<file path="src/rtl/mra_pkg.sv">
// mra_pkg -- shared types and constants for the N-channel memory request arbiter.
//   mra_state_t : arbiter FSM states
//   MRA_*       : default parameter values
//   trans_w()   : width of a burst-length / word counter for a given MAX_TRANS
//   idx_w()     : width of an index into an n-entry vector (at least 1)
package mra_pkg;

   typedef enum logic [1:0] {
      IDLE     = 2'd0,
      RD_ISSUE = 2'd1,
      RD_DRAIN = 2'd2,
      WR       = 2'd3
   } mra_state_t;

   localparam int MRA_NUM_RD    = 4;
   localparam int MRA_ADDR_W    = 25;
   localparam int MRA_DATA_W    = 32;
   localparam int MRA_MAX_TRANS = 16;

   // Counter must be able to hold MAX_TRANS itself, hence +1.
   function automatic int trans_w(input int max_trans);
      return $clog2(max_trans + 1);
   endfunction

   function automatic int idx_w(input int n);
      return (n > 1) ? $clog2(n) : 1;
   endfunction

endpackage

</file>
<file path="src/rtl/rr_arbiter.sv">
// rr_arbiter -- purely combinational round-robin pick.
//   i_req   [N-1:0]  request vector
//   i_ptr   [PW-1:0] highest-priority slot (must be < N)
//   o_gnt   [N-1:0]  one-hot grant (zero when no request)
//   o_valid          any request present
// The search starts at i_ptr and wraps: requests at or above the pointer
// are tried first, then the lowest request below it.
module rr_arbiter #(
   parameter int N  = 4,
   parameter int PW = 2
) (
   input  logic [N-1:0]  i_req,
   input  logic [PW-1:0] i_ptr,
   output logic [N-1:0]  o_gnt,
   output logic          o_valid
);

   logic [N-1:0] w_mask;
   logic [N-1:0] w_hi;
   logic         w_found;

   always_comb begin
      w_mask  = '0;
      w_hi    = '0;
      w_found = 1'b0;
      o_gnt   = '0;
      o_valid = |i_req;
      for (int j = 0; j < N; j++) begin
         w_mask[j] = (j >= int'(i_ptr));
      end
      w_hi = i_req & w_mask;
      for (int j = 0; j < N; j++) begin
         if (!w_found && w_hi[j]) begin
            o_gnt[j] = 1'b1;
            w_found  = 1'b1;
         end
      end
      // Nothing at/above the pointer: wrap to the lowest request.
      for (int j = 0; j < N; j++) begin
         if (!w_found && i_req[j]) begin
            o_gnt[j] = 1'b1;
            w_found  = 1'b1;
         end
      end
   end

endmodule

</file>
<file path="src/rtl/mem_request_arbiter_n.sv">
// mem_request_arbiter_n -- arbitrates NUM_RD burst-read clients and one
// single-word writer onto a word-per-request SDRAM controller port.
//   clk, rst                     clock, asynchronous active-high reset
//   readReq/readAddr/readSize    per-channel burst request (held until readDone)
//   readValid/readData/readDone  one-hot data strobe, shared data bus, last-word pulse
//   writeReq/writeAddr/writeData single-word write request (held until doneWrite)
//   doneWrite                    pulse when the controller accepts the write
//   mem_req/mem_we/mem_addr/mem_wdata  controller request side
//   mem_gnt/mem_rvalid/mem_rdata       controller accept and in-order read return
// Build option MRA_WRITE_PRIORITY_EN: when defined, a pending write wins every
// IDLE arbitration and the reader pointer is left alone; otherwise the writer
// is slot NUM_RD of a NUM_RD+1 round-robin ring.
module mem_request_arbiter_n
   import mra_pkg::*;
#(
   parameter  int NUM_RD    = MRA_NUM_RD,
   parameter  int ADDR_W    = MRA_ADDR_W,
   parameter  int DATA_W    = MRA_DATA_W,
   parameter  int MAX_TRANS = MRA_MAX_TRANS,
   localparam int TRANS_W   = trans_w(MAX_TRANS)
) (
   input  logic                        clk,
   input  logic                        rst,
   input  logic [NUM_RD-1:0]           readReq,
   input  logic [NUM_RD*ADDR_W-1:0]    readAddr,
   input  logic [NUM_RD*TRANS_W-1:0]   readSize,
   output logic [NUM_RD-1:0]           readValid,
   output logic [DATA_W-1:0]           readData,
   output logic [NUM_RD-1:0]           readDone,
   input  logic                        writeReq,
   input  logic [ADDR_W-1:0]           writeAddr,
   input  logic [DATA_W-1:0]           writeData,
   output logic                        doneWrite,
   output logic                        mem_req,
   output logic                        mem_we,
   output logic [ADDR_W-1:0]           mem_addr,
   output logic [DATA_W-1:0]           mem_wdata,
   input  logic                        mem_gnt,
   input  logic                        mem_rvalid,
   input  logic [DATA_W-1:0]           mem_rdata
);

   localparam int CH_W = idx_w(NUM_RD);
`ifdef MRA_WRITE_PRIORITY_EN
   localparam int RING = NUM_RD;
`else
   localparam int RING = NUM_RD + 1;
`endif
   localparam int PTR_W = idx_w(RING);

   mra_state_t          r_state;
   logic [CH_W-1:0]     r_ch;
   logic [PTR_W-1:0]    r_ptr;
   logic [ADDR_W-1:0]   r_addr;
   logic [DATA_W-1:0]   r_wdata;
   logic [DATA_W-1:0]   r_rdata;
   logic [TRANS_W-1:0]  r_size;
   logic [TRANS_W-1:0]  r_icnt;
   logic [TRANS_W-1:0]  r_rcnt;
   logic                r_mem_req;
   logic                r_we;

   logic [RING-1:0]     w_ring_req;
   logic [RING-1:0]     w_ring_gnt;
   logic                w_ring_vld;
   logic                w_wr_win;
   logic                w_rd_win;
   logic [CH_W-1:0]     w_gnt_ch;
   logic [ADDR_W-1:0]   w_gnt_addr;
   logic [TRANS_W-1:0]  w_gnt_size;
   logic [TRANS_W-1:0]  w_size_eff;
   logic [NUM_RD-1:0]   w_ch_oh;
   logic [PTR_W-1:0]    w_ptr_nxt;
   logic                w_in_rd;
   logic                w_rv;
   logic                w_last_iss;
   logic                w_last_ret;

`ifdef MRA_WRITE_PRIORITY_EN
   assign w_ring_req = readReq;
`else
   assign w_ring_req = {writeReq, readReq};
`endif

   rr_arbiter #(.N(RING), .PW(PTR_W)) u_rr (
      .i_req   (w_ring_req),
      .i_ptr   (r_ptr),
      .o_gnt   (w_ring_gnt),
      .o_valid (w_ring_vld)
   );

   // Decode the winning reader and pick up its burst parameters.
   always_comb begin
      w_gnt_ch   = '0;
      w_gnt_addr = '0;
      w_gnt_size = '0;
      for (int i = 0; i < NUM_RD; i++) begin
         if (w_ring_gnt[i]) begin
            w_gnt_ch   = CH_W'(i);
            w_gnt_addr = readAddr[i*ADDR_W +: ADDR_W];
            w_gnt_size = readSize[i*TRANS_W +: TRANS_W];
         end
      end
`ifdef MRA_WRITE_PRIORITY_EN
      w_wr_win = writeReq;
`else
      w_wr_win = w_ring_gnt[NUM_RD];
`endif
      w_rd_win   = w_ring_vld && !w_wr_win;
      // A zero-length burst is illegal; serve it as a single word.
      w_size_eff = (w_gnt_size == '0) ? TRANS_W'(1) : w_gnt_size;
   end

   always_comb begin
      w_ch_oh = '0;
      for (int i = 0; i < NUM_RD; i++) begin
         w_ch_oh[i] = (r_ch == CH_W'(i));
      end
      w_ptr_nxt = PTR_W'(r_ch) + PTR_W'(1);
      if (int'(r_ch) == RING - 1) w_ptr_nxt = '0;
   end

   assign w_in_rd    = (r_state == RD_ISSUE) || (r_state == RD_DRAIN);
   // Returns outside a read burst are dropped on the floor.
   assign w_rv       = w_in_rd && mem_rvalid;
   assign w_last_iss = (r_state == RD_ISSUE) && mem_gnt && (r_icnt == r_size - TRANS_W'(1));
   assign w_last_ret = w_rv && (r_rcnt == r_size - TRANS_W'(1));

   // Read return is a straight pass-through so it costs no latency.
   assign readValid = w_rv ? w_ch_oh : '0;
   assign readDone  = w_last_ret ? w_ch_oh : '0;
   assign readData  = w_rv ? mem_rdata : r_rdata;
   assign doneWrite = (r_state == WR) && mem_gnt;
   assign mem_req   = r_mem_req;
   assign mem_we    = r_we;
   assign mem_addr  = r_mem_req ? r_addr : '0;
   assign mem_wdata = r_we ? r_wdata : '0;

   always_ff @(posedge clk or posedge rst) begin
      if (rst) begin
         r_state   <= IDLE;
         r_ch      <= '0;
         r_ptr     <= '0;
         r_addr    <= '0;
         r_wdata   <= '0;
         r_rdata   <= '0;
         r_size    <= '0;
         r_icnt    <= '0;
         r_rcnt    <= '0;
         r_mem_req <= 1'b0;
         r_we      <= 1'b0;
      end else begin
         if (w_rv) r_rdata <= mem_rdata;
         case (r_state)
            IDLE: begin
               if (w_wr_win) begin
                  r_state   <= WR;
                  r_mem_req <= 1'b1;
                  r_we      <= 1'b1;
                  r_addr    <= writeAddr;
                  r_wdata   <= writeData;
               end else if (w_rd_win) begin
                  r_state   <= RD_ISSUE;
                  r_mem_req <= 1'b1;
                  r_ch      <= w_gnt_ch;
                  r_addr    <= w_gnt_addr;
                  r_size    <= w_size_eff;
                  r_icnt    <= '0;
                  r_rcnt    <= '0;
               end
            end
            RD_ISSUE: begin
               if (mem_gnt) begin
                  // Address wraps modulo 2^ADDR_W by design.
                  r_addr <= r_addr + ADDR_W'(1);
                  r_icnt <= r_icnt + TRANS_W'(1);
                  if (w_last_iss) begin
                     r_mem_req <= 1'b0;
                     r_state   <= RD_DRAIN;
                  end
               end
               if (w_rv) r_rcnt <= r_rcnt + TRANS_W'(1);
            end
            RD_DRAIN: begin
               if (w_rv) r_rcnt <= r_rcnt + TRANS_W'(1);
               if (w_last_ret) begin
                  r_state <= IDLE;
                  r_ptr   <= w_ptr_nxt;
               end
            end
            WR: begin
               if (mem_gnt) begin
                  r_state   <= IDLE;
                  r_mem_req <= 1'b0;
                  r_we      <= 1'b0;
`ifndef MRA_WRITE_PRIORITY_EN
                  // Writer is the last ring slot; the next search wraps to 0.
                  r_ptr     <= '0;
`endif
               end
            end
            default: r_state <= IDLE;
         endcase
      end
   end

   a_size_nonzero: assert property (@(posedge clk) disable iff (rst)
      (r_state == IDLE && w_rd_win) |-> (w_gnt_size != '0));

   a_rvalid_in_read: assert property (@(posedge clk) disable iff (rst)
      mem_rvalid |-> w_in_rd);

endmodule

</file>
<file path="config.mk">
export PLATFORM = sky130hd
export DESIGN_NAME = mem_request_arbiter_n
export DESIGN_NICKNAME = d
export VERILOG_FILES = /design/src/rtl/mra_pkg.sv /design/src/rtl/rr_arbiter.sv /design/src/rtl/mem_request_arbiter_n.sv
export SDC_FILE = /design/constraint.sdc
export NUM_CORES = 1
export LEC_CHECK = 0
export ABC_AREA = 1
export CORE_UTILIZATION = 39
export DETAILED_ROUTE_END_ITERATION = 10
export GPL_TIMING_DRIVEN = 0
export PLACE_DENSITY_LB_ADDON = 0.1
export RECOVER_POWER = 50
export REMOVE_ABC_BUFFERS = 1
export SLEW_MARGIN = 20
export SYNTH_ARGS = -nofsm -noshare
export SYNTH_HDL_FRONTEND = slang
export SYNTH_HIERARCHICAL = 1
export SYNTH_SLANG_ARGS = --single-unit
</file>
<file path="constraint.sdc">
create_clock -name clk -period 3.55 [get_ports clk]
set_input_delay 0.5325 -clock clk [delete_from_list [all_inputs] [get_ports clk]]
set_output_delay 0.5325 -clock clk [all_outputs]
set_load 0.05 [all_outputs]
</file>
==> After elaboration in Yosys (flattened, before gate mapping) <==
Index checks and enable logic that the tools add are counted.
{ "op_classes": {"shift": 0, "n_reduce_logical": 45, "magnitude_cmp": 5, "div": 0, "eq_ne": 17, "n_mux": 63, "n_bitwise": 2, "n_mul": 0, "add_sub_neg": 5} }
{ "op_table": {"columns": ["cell", "count"], "rows": [
  ["$mux W25", 8],
  ["$mux W32", 2],
  ["$pmux W25 S2", 1],
  ["$mux W5", 9],
  ["$add A25 B1 Y25 const B", 1],
  ["$mux W1", 25],
  ["$pmux W5 S2", 2],
  ["$mux W2", 8],
  ["$logic_and A1 B1 Y1", 15],
  ["$ne A2 B2 Y1 const B", 7],
  ["$reduce_and A3 Y1", 4],
  ["$add A5 B1 Y5 const B", 2],
  ["$eq A5 B5 Y1", 2],
  ["$logic_not A1 Y1", 10],
  ["$reduce_and A5 Y1", 2],
  ["$eq A2 B2 Y1 const B", 4],
  ["$mux W4", 2],
  ["$pmux W2 S4", 1],
  ["$reduce_and A4 Y1", 2],
  ["$reduce_bool A2 Y1", 4],
  ["$ge A1 B3 Y1 const A", 2],
  ["$ge A2 B3 Y1 const A", 2],
  ["$mux W3", 2],
  ["$pmux W3 S2", 1],
  ["other kinds (17)", 19]
]} }
{ "word_totals": {"memories": 0, "romBits": 0, "output_inout_bits": 100, "mem_bits_rw": 0, "inputBits": 218, "latch_bits": 0, "regBits": 113} }

==> Longest topological paths before layout <==
Gate-level depths: netlist (run 1).
{ "logic_depth": {"word_depth": 35, "depth_mapped": 19, "ltp_nobuf": 18} }

==> By module <==
Netlist (run 1), hierarchy kept.
{ "modules_own_cells": {"columns": ["mod", "seq_area_each_um2", "n_inst", "area_each_um2", "cells_per_inst"], "rows": [
  ["mem_request_arbiter_n", 2827.7, 1, 7279.5, 1056],
  ["rr_arbiter", 0.0, 1, 195.2, 31]
]} }

==> Least setup slack after synthesis (run 1) <==
OpenSTA, ideal clock, no wires.
{ "synth_timing": {"kind": "reg2out", "from": "register r_state[0]", "to": "output readDone[0]", "arrival_time_ps": 1977, "path_buffers": 0, "path_slack_ps": 1041, "path_stages_with_launch": 11, "path_cell_list": "dfrtp_1 inv_1 ha_1 nand2_1 inv_2 o21ai_1 nor2_1 nand2_1 nor2_1 nand2_1 nor2_1"} }
{ "synth_via": {"elab_chain_cells": 5, "elab_cells_between_ends": 6} }
{ "synth_rtl": {"columns": ["item", "line", "source"], "rows": [
  ["from (decl)", "mem_request_arbiter_n.sv:51", "mra_state_t r_state;"],
  ["from (signal assigned)", "mem_request_arbiter_n.sv:141", "r_state <= IDLE;"],
  ["from (signal assigned)", "mem_request_arbiter_n.sv:157", "r_state <= WR;"],
  ["from (signal assigned)", "mem_request_arbiter_n.sv:163", "r_state <= RD_ISSUE;"],
  ["$eq A2 B1 Y1 / $eq A2 B2 Y1 (equally long branches)", "mem_request_arbiter_n.sv:123", "assign w_in_rd = (r_state == RD_ISSUE) || (r_state == RD_DRAIN);"],
  ["$logic_or A1 B1 Y1 (*)", "mem_request_arbiter_n.sv:123", null],
  ["$logic_and A1 B1 Y1 (*)", "mem_request_arbiter_n.sv:125", "assign w_rv = w_in_rd && mem_rvalid;"],
  ["$logic_and A1 B1 Y1 (*)", "mem_request_arbiter_n.sv:127", "assign w_last_ret = w_rv && (r_rcnt == r_size - TRANS_W'(1));"],
  ["$mux W4 (*)", "mem_request_arbiter_n.sv:131", "assign readDone = w_last_ret ? w_ch_oh : '0;"],
  ["to (decl)", "mem_request_arbiter_n.sv:29", "output logic [NUM_RD-1:0] readDone,"]
]} }
Every way passes the cells marked *; elsewhere a longest branch is shown, timed or not.

==> Final worst setup path (run 1) <==
{ "layout_timing": {"from": "register r_state[1]", "to": "output readDone[1]"} }
The elaborated chain is that of the path after synthesis.

==> summary.md, run 1 <==
| Metric | Value |
|---|---|
| Ant diodes | `0` |
| Fin nets | `1,612` |
| Pleak | `5.61 nW` |
| Largest family of logic cells by synthesized area | `simple AND/OR/NAND/NOR gates` |
| Residual DRC | `0` |
| Design Area, Final | `11,600 um^2` |
| Period utilization | `93.2%` |
| Fraction of layout cells with a size suffix above 1 | `8.46%` |
| Portion of netlist area occupied by mux cells | `4.82%` |
| Yosys warns | `6` |
| Max transition margin | `-53.8%` |
| Core Area | `18,800 um^2` |
| Vias/cell | `4.92` |
| Worst setup margin | `0.241 ns` |
| Initial antenna violation count | `0` |
| Gr ovfl total | `0` |
| Cells after Synth | `1,087` |
| All-Layer GR Usage | `26.5%` |
| Min-Delay Path Class | `reg2reg` |
| Status | `finished, violations left` |
| Clock Sink Count | `113` |
| Later-pin clock latency in the skew report | `0.42 ns` |
| Worst path arrival time | `2.78 ns` |
| Final Hold Viols | `0` |
| Crit path capture type | `output port` |
| VDD IR max | `0.636 mV` |
| First-pass GRT wire length | `40,400 um` |
| Total negative slack | `0 ns` |
| DRT Pass-1 Iters | `7` |
| Synthesis-to-finish area growth | `54.7%` |
| CTS Hold Bufs | `0` |
| Worst Max-Slew Pin Slew | `2.29 ns` |
| Post-place instance area | `10,900 um^2` |
| H-tree levels | `4` |
| RD Place Congestion | `0.862` |
| Post-Synth Adder-Cell Area | `2.18%` |
| Worst Path Required | `3.02 ns` |
| Clk buf depth | `2` |
| Clock slew at reported path FFs | `0.06 ns` |
| Drt first-iter violations | `642` |
| Nature of the critical path startpoint | `flop` |
| Die ar. | `19,700 um^2` |
| Unrepaired setup endpoints after global routing | `false` |
| Synth Cell Area | `7470 um^2` |
| Die height | `140 um` |
| Grt met3 use | `5.57%` |
| Simple-Gate Fraction of Synth Area | `34.5%` |
| Die Width | `140 um` |
| Most crowded layer after global routing | `met2` |
| Buffers on Ports | `317` |
| Detail Placement HPWL | `18,500 um` |
| CTS tree | `done` |
| Final WL | `25,400 um` |
| Final setup viols | `0` |
| Setup CP Type | `reg2out` |
| Netlist cell types | `42` |
| XOR/XNOR Fraction of Synth Area | `0.937%` |
| Met2 Track Usage GR | `45.2%` |
| Hold WS | `0.473 ns` |
| Fillers | `1,761` |
| CTS Buf Count | `17` |
| Power density cells | `1020 nW/um^2` |
| Post-Place Worst Slack | `-0.811 ns` |
| # rows | `50` |
| Final ANT Viol Nets | `0` |
| Number of global-route vias before repair | `7,904` |
| Routed WL per cell | `15.6 um` |
| Synth Register Bits | `113` |
| Slew Limit Fails | `48` |
| Clock Skews | `0.0114 ns` |
| Number of max-cap violations | `1` |
| Vias | `8,014` |
| Root Buffer | `clkbuf_16` |
| Compound-Gate Fraction of Synth Area | `10.4%` |
| Initial Utilization | `39.8%` |
| Avg Inst Size Synth | `6.88 um^2` |
| Grt met1 use | `32.7%` |
| Failing checks | `capacitance limit, slew limit` |
| Clock period minus worst slack | `3.31 ns` |
| Crit path max fanout | `38` |
| Largest net degree at the start of global routing | `67` |
| # IOs | `318` |
| Sequential area share after synthesis | `37.8%` |
| Max frequency | `302 MHz` |
logic make-up (layout without fill, tap and decap cells):
logic type | count (synthesis) | after routing
flip-flops | 113 | 113
XOR/XNOR | 8 | 8
AO/OA/AOI/OAI | 130 | 130
multiplexers | 32 | 32
adder cells (fa/ha/maj) | 13 | 13
AND/OR/NAND/NOR | 615 | 615
buffers and inverters | 176 | 483
flip-flops by register name, indices dropped and copies added (netlist names):
register	count
r_size	5
r_rcnt	5
r_icnt	5
r_state	2
r_addr	25
mem_req	1
r_ch	2
mem_we	1
r_rdata	32
r_ptr	3
r_wdata	32
worst paths after layout:
kind	from	endpoint	slack, ns	depth (start not counted)
max in group asynchronous	rst	r_rcnt[0]$_DFFE_PP0P_	1.27	3
max	r_state[1]$_DFFE_PP0P_	readDone[1]	0.24	11
max reg2reg	r_ptr[2]$_DFFE_PP0P_	r_addr[18]$_DFFE_PP0P_	0.42	16
min	r_rdata[20]$_DFF_PP0_	r_rdata[20]$_DFF_PP0_	0.47	2
min reg2reg	r_rdata[20]$_DFF_PP0_	r_rdata[20]$_DFF_PP0_	0.47	2
min in group asynchronous	rst	r_wdata[24]$_DFFE_PP0P_	1.19	2
metrics by stage:
stage / power (mW) / util, % / cells
2_1_floorplan: 7.37 / - / 1039
3_3_place_gp: 9.72 / 57.2 / 1590
3_5_place_dp: 9.90 / 57.9 / 1595
4_1_cts: 11.9 / 61.6 / 1627
5_1_grt: 12.7 / 61.6 / 1628
6_report: 11.8 / 61.6 / 1628
cells in the mapped netlist, drive strengths merged:
master	instances	share of area [%]
o21ai	35	2.6
nor3	19	1.7
clkbuf	22	1.1
a22oi	20	2.0
dfrtp	113	38
xnor2	3	0.35
a211oi	1	0.10
o22ai	3	0.25
ha	13	2.2
nor3b	3	0.30
nand4	10	0.84
a31oi	9	0.75
nand2	416	21
a21oi	49	3.3
mux2	32	4.8
xor2	5	0.59
nand3b	4	0.40
a32o	1	0.13
a21boi	1	0.10
nand3	57	4.1
and3	1	0.084
buf	26	1.7
nor4	1	0.084
o211ai	11	1.1
clkinv	1	0.050
nor2	104	5.7
inv	127	6.4
report_power, final:
group          switching, mW  total, mW  internal (mW)
logic                   4.92       7.45           2.54
registers              0.553       2.47           1.92
clock network          0.644       1.88           1.24
repair_timing:
item | in CTS | in global routing
setup endpoints to repair | 66 | 34
pin swaps | 0 | 2
gates resized for setup | 20 | 9
setup buffers | 0 | 1
cells in the final DEF (no fill, tap or decap), drive strengths merged, types with 19 or more instances in the layout:
cell type	instances
nor2	104
nand3	57
nand2	416
a22oi	20
inv	125
o21ai	35
clkdlybuf4s50	303
a21oi	49
nor3	19
dfrtp	113
mux2	32
clkbuf	21
metal layers:
layer,part of all wire [%],vias to the layer above
met5,0,-
met4,2.4,0
met3,5.3,49
met2,49,251
met1,44,3680
li1,-,4034
critical path, stage by stage, from the launching register on:
cell and delay, ns:
dfrtp_1 0.41, inv_1 0.09, ha_2 0.42, nand2_8 0.20, clkinv_8 0.20, o21ai_1 0.09, nor2_1 0.10, nand2_1 0.05
nor2_1 0.08, nand2_1 0.18, nor2_1 0.14, clkdlybuf4s15_2 0.38
final cells by class:
| type | count | area [um^2] | area share, % |
|---|---|---|---|
| clock buffer | 21 | 470 | 4.07 |
| clock inverter | 11 | 178 | 1.54 |
| inverter | 128 | 504 | 4.36 |
| multi-input combinational | 798 | 4010 | 34.7 |
| sequential | 113 | 2830 | 24.5 |
| tap | 234 | 293 | 2.53 |
| timing repair buffer | 323 | 3270 | 28.3 |
No activity file was read; power rests on OpenSTA's default activity.
==> inputs of run 2 (changes only) <==
--- a/config.mk
+++ b/config.mk
@@ -7,6 +7,7 @@
 export LEC_CHECK = 0
 export ABC_AREA = 1
 export CORE_UTILIZATION = 39
+export CTS_CLUSTER_DIAMETER = 150
 export DETAILED_ROUTE_END_ITERATION = 10
 export GPL_TIMING_DRIVEN = 0
 export PLACE_DENSITY_LB_ADDON = 0.1
==> results of run 2 <==
Same layout as run 1: the final DEF is identical, and so are final timing and power.
==> inputs of run 3 (changes only) <==
--- a/config.mk
+++ b/config.mk
@@ -10,7 +10,7 @@
 export CTS_CLUSTER_DIAMETER = 150
 export DETAILED_ROUTE_END_ITERATION = 10
 export GPL_TIMING_DRIVEN = 0
-export PLACE_DENSITY_LB_ADDON = 0.1
+export PLACE_DENSITY = 0.88
 export RECOVER_POWER = 50
 export REMOVE_ABC_BUFFERS = 1
 export SLEW_MARGIN = 20
==> run 3 against run 2 <==
Against the previous run: the flow still finishes with violations (capacitance limit, slew limit); first-iteration DRC count shrank 6.9%; sequential share of layout area increased by 0.080 points; register-to-register slack got worse by 0.06 ns; sequential power about the same; hold slack better by 0.0025 ns; clock skew is 0.0021 ns higher; design area is 0.32% lower; largest cell class unchanged.
==> summary.md, run 3 (synthesis gave the netlist of run 1 again) <==
| Metric | Value |
|---|---|
| Setup CP Type | `reg2out` |
| # IOs | `318` |
| CP Launch Point | `r_state[1]$_DFFE_PP0P_` |
| Worst path arrival time | `2.88 ns` |
| VDD IR max | `0.742 mV` |
| Clock period minus worst slack | `3.42 ns` |
| Clock power frac | `14.7%` |
| Internal power | `5.52 mW` |
| Period utilization | `96.2%` |
| Comb pwr share | `64.3%` |
| Fin nets | `1,611` |
| R2R cell count | `14` |
| Worst Max-Slew Pin Slew | `2.24 ns` |
| Final WL | `26,200 um` |
| Gr ovfl total | `0` |
| Fillers | `1,620` |
| Initial Utilization | `39.8%` |
| Power density cells | `1020 nW/um^2` |
| Post-Place Worst Slack | `-0.780 ns` |
| Slew Limit Fails | `54` |
| # rows | `50` |
| Die ar. | `19,700 um^2` |
| Vias | `8,264` |
| Sw frac | `53.1%` |
| Switching power | `6.26 mW` |
| DRT Pass-1 Iters | `5` |
| RD Place Congestion | `0.919` |
| Crit path max fanout | `38` |
| Inst Count DP | `1,595` |
| Clk buf depth | `2` |
| Detail Placement HPWL | `19,300 um` |
| Crit path capture type | `output port` |
| CTS Buf Count | `17` |
| First-pass GRT wire length | `40,800 um` |
| Min-Delay Path Class | `reg2reg` |
| Status | `finished, violations left` |
| Sequential fraction of design power | `21.0%` |
| Max transition margin | `-49.4%` |
| Final Hold Viols | `0` |
| Worst R2R Start | `r_ptr[2]$_DFFE_PP0P_` |
| Buffers on Ports | `317` |
| Number of max-cap violations | `1` |
| Clock Skews | `0.0135 ns` |
| All-Layer GR Usage | `26.8%` |
| Fraction of layout cells with a size suffix above 1 | `8.40%` |
| Die Width | `140 um` |
| Drt first-iter violations | `598` |
| Synthesis-to-finish area growth | `54.2%` |
| H-tree levels | `4` |
| Fin cells | `1,629` |
| Worst setup endpoint | `readDone[0]` |
| Unrepaired setup endpoints after global routing | `false` |
| Worst reg2reg path endpoint | `r_addr[7]$_DFFE_PP0P_` |
| Worst Path Required | `3.02 ns` |
| Fin util | `61.4%` |
| Commonest non-fill, non-tap cell in the layout | `nand2_1` |
| Nature of the critical path startpoint | `flop` |
| Failing checks | `capacitance limit, slew limit` |
| Residual DRC | `0` |
| Clock slew at reported path FFs | `0.07 ns` |
| Vias/cell | `5.07` |
| Final ANT Viol Nets | `0` |
| Initial antenna violation count | `2` |
| Pleak | `5.57 nW` |
| Final setup viols | `0` |
| R2R Setup Slk | `0.36 ns` |
| Root Buffer | `clkbuf_16` |
| Power, Total | `11.8 mW` |
| Core Area | `18,800 um^2` |
| Die height | `140 um` |
| Worst setup margin | `0.133 ns` |
| Largest regs | `r_rdata x32, r_wdata x32, r_addr x25` |
| Clock Sink Count | `113` |
| CTS tree | `done` |
| Max frequency | `293 MHz` |
| Routed WL per cell | `16.1 um` |
| Later-pin clock latency in the skew report | `0.42 ns` |
| Most frequent cells in the layout | `nand2_1 (407), clkdlybuf4s50_1 (310), inv_1 (118), dfrtp_1 (113), nor2_1 (96)` |
| Number of global-route vias before repair | `8,023` |
| Setup bufs post-CTS | `0` |
| Largest net degree at the start of global routing | `61` |
-- run 3: cell types whose count changed in the layout (fill, tap and decap cells not counted), sizes merged --
| cell | delta |
|---|---|
| diode | +2 |
| clkinv | +2 |
| bufinv | -2 |
| clkdlybuf4s50 | +7 |
| clkbuf | -3 |
| clkdlybuf4s15 | +1 |
| dlygate4sd3 | -7 |
| clkdlybuf4s18 | +1 |
| buf | -3 |
| inv | +5 |
| clkinvlp | -2 |
-- run 3: repair_timing --
| item | in CTS | in global routing |
|---|---|---|
| hold buffers | 0 | 0 |
| pin swaps | 0 | 1 |
| setup endpoints to repair | 61 | 58 |
| resized for setup | 21 | 6 |
-- run 3: worst max-delay path, stage by stage (launching register included) --
cell             delay [ns]
dfrtp_1                0.42
inv_1                  0.10
ha_2                   0.41
nand2_8                0.19
clkinv_8               0.19
o21ai_1                0.09
nor2_1                 0.11
nand2_1                0.07
nor2_1                 0.11
nand2_1                0.21
nor2_1                 0.17
clkdlybuf4s18_2        0.38
-- run 3: worst min-delay path by stage --
stage                                  startpoint                 endpoint  cells past startpoint
after floorplan           r_wdata[30]$_DFFE_PP0P_  r_wdata[30]$_DFFE_PP0P_                      1
after global routing        r_rdata[22]$_DFF_PP0_    r_rdata[22]$_DFF_PP0_                      2
after global placement      r_rdata[18]$_DFF_PP0_    r_rdata[18]$_DFF_PP0_                      2
final                        r_rdata[1]$_DFF_PP0_     r_rdata[1]$_DFF_PP0_                      2
after detailed placement    r_rdata[10]$_DFF_PP0_    r_rdata[10]$_DFF_PP0_                      2
after CTS                   r_rdata[16]$_DFF_PP0_    r_rdata[16]$_DFF_PP0_                      2
-- run 3: area by class of cell --
type,count,area (um^2),area share (%)
multi-input cells,798,4020,34.9
repair buffers,322,3280,28.4
flip-flops and latches,113,2830,24.5
inverters,128,503,4.36
clock buffers,18,439,3.81
well taps,234,293,2.54
clock inverters,14,155,1.35
diodes,2,5.00,0.0434
-- run 3: per-layer routing --
metal / vias to the layer above / wire, um / part of all wire, % / global-route usage, %
li1: 4040 / - / - / -
met1: 3875 / 10700 / 41 / 32.4
met2: 292 / 13200 / 51 / 46.1
met3: 57 / 1360 / 5.2 / 4.82
met4: 0 / 874 / 3.3 / 12.5
met5: - / 0 / 0 / 0
-- run 3: power groups by stage --
stage / clock [mW] / combinational, mW / sequential, mW
2_1_floorplan: 0 / 5.02 / 2.35
3_3_place_gp: 0 / 7.24 / 2.44
3_5_place_dp: 0 / 7.48 / 2.47
4_1_cts: 1.76 / 7.55 / 2.46
5_1_grt: 1.81 / 8.16 / 2.56
6_report: 1.74 / 7.57 / 2.47
-- run 3: metrics by stage --
step	hold slack [ns]	TNS, ns	cell area (um^2)
detailed placement	0.460	-23.36	10900
CTS	0.476	0	11500
global route	0.500	0	11500
finish	0.476	0	11500
floorplan	0.479	-19.95	7260
global placement	0.457	-427.76	10700
==> edit: new RTL, config.mk and constraints of run 2 <==
The package constant `MRA_DATA_W` goes from 32 to 64.
--- a/src/rtl/mra_pkg.sv
+++ b/src/rtl/mra_pkg.sv
@@ -15,5 +15,5 @@
    localparam int MRA_NUM_RD    = 4;
    localparam int MRA_ADDR_W    = 25;
-   localparam int MRA_DATA_W    = 32;
+   localparam int MRA_DATA_W    = 64;
    localparam int MRA_MAX_TRANS = 16;
 
Ports: changed (resized mem_rdata, mem_wdata, readData and writeData); port bits go from 318 to 446. No check against the original RTL was run, so the function may have changed too.
==> edit against run 2 <==
- total power up 32%
- synthesized area grew 35%
- largest cell class unchanged
- critical path depth decreased by 5
- setup slack lost 0.062 ns
- the flow still finishes with violations (capacitance limit, slew limit)
- critical endpoint is now readValid[0]
- sequential cell count rose by 64
- final area is 34% higher
- routed wire length increased by 30%
- sequential power rose by 51%
- largest power group unchanged
- critical path type unchanged
==> edit: results <==
{
  "status": "complete, but fails checks",
  "violations": "capacitance limit, slew limit",
  "cts_resized": 50,
  "power_frac_clock_pct": 12.3,
  "min-delay-start": "r_rdata[34]",
  "n_clock_buffer": 19,
  "cp_max_fo": 37,
  "yosys-top-cells-count": "313 x nand2_1, 177 x dfrtp_1, 142 x inv_1, 128 x mux2_2, 89 x nor2_1",
  "antenna_found_initial": 4,
  "place.gp.congestion": 0.8488,
  "max_slew_margin_pct": -18.82,
  "synth-seq-cells": 177,
  "grt_pass1_vias": 9652,
  "inv_count": 156,
  "place.detailed.hpwl_um": 24350,
  "ir_worst_vdd_mv": 0.8126,
  "clkCellAreaFrac_pct": 3.757,
  "critical_path.endpoint": "readValid[0]",
  "drv_slew": 80,
  "nFillCells": 2290,
  "drt_iter0_markers": 454,
  "grt.met3_usage_pct": 6.850,
  "synth_cell_types": 45,
  "yosysSeqAreaShare_pct": 43.95,
  "yosys-top-cells-area": "dfrtp_1 44%, mux2_2 14%, nand2_1 12%",
  "synth_mux_area_share_pct": 14.30,
  "seq_share_pct": 28.69,
  "synthAdderAreaFrac_pct": 1.614,
  "power_frac_comb_pct": 63.6,
  "power.leakage_nw": 7.256,
  "drive_above_1_share_pct": 12.85,
  "min_to": "r_rdata[34]",
  "grt_pass1_wl_um": 51140,
  "top_layer": "met5",
  "io_buffers": 445,
  "grt_max_degree": 99,
  "worst_clock_skew_ns": 0.01023,
  "non_clock_buffer_area_share_pct": 29.58,
  "track_usage_pct": 24.95,
  "cts_buffers": 17,
  "wl_met3_um": 2610,
  "max_cap_viol_count": 1,
  "use_met1_pct": 28.86,
  "num_antenna_cells": 3,
  "wl_met2_um": 16750,
  "vias": 9646,
  "multi_input_comb_cells": 809,
  "netSwitchingFraction_pct": 52.09,
  "grtUsageMet2_pct": 44.85,
  "drt_pass1_iterations": 5,
  "hold_slack_ns": 0.4927,
  "wl_met1_um": 13180,
  "holdPathStages": 1,
  "synth_xor_area_share_pct": 0.3477,
  "buffers": 453,
  "timing.rr.end": "r_addr[0]",
  "multiInputGateArea_sq_um": 4852
}
-- edit: changes by cell type after synthesis, sizes merged, moves of 3 or more --
cell | before | now
o21ai | 35 | 40
nor2 | 104 | 99
mux2 | 32 | 128
buf | 26 | 36
a22o | 0 | 9
nand2 | 416 | 324
o21bai | 0 | 3
nand4 | 10 | 14
dfrtp | 113 | 177
nor3 | 19 | 11
inv | 127 | 156
o211ai | 11 | 14
xor2 | 5 | 2
-- edit: worst max-delay path, cell delays in order (launching register included) --
cell and delay [ns]:
dfrtp_1 0.41, inv_1 0.09, ha_2 0.47, nand2_8 0.22, buf_12 0.25, nor2_1 0.12, clkdlybuf4s50_1 0.81
-- edit: through the flow --
step	setup TNS (ns)	std cells	instance area (sq um)	worst slack (ns)
6_report	0	1960	15450	0.1792
5_1_grt	0	1960	15450	0.03071
4_1_cts	0	1955	15440	0.04038
3_5_place_dp	-22.42	1922	14870	-0.8866
3_3_place_gp	-1202.17	1916	14670	-4.630
2_1_floorplan	-373.03	1141	9802	-1.784
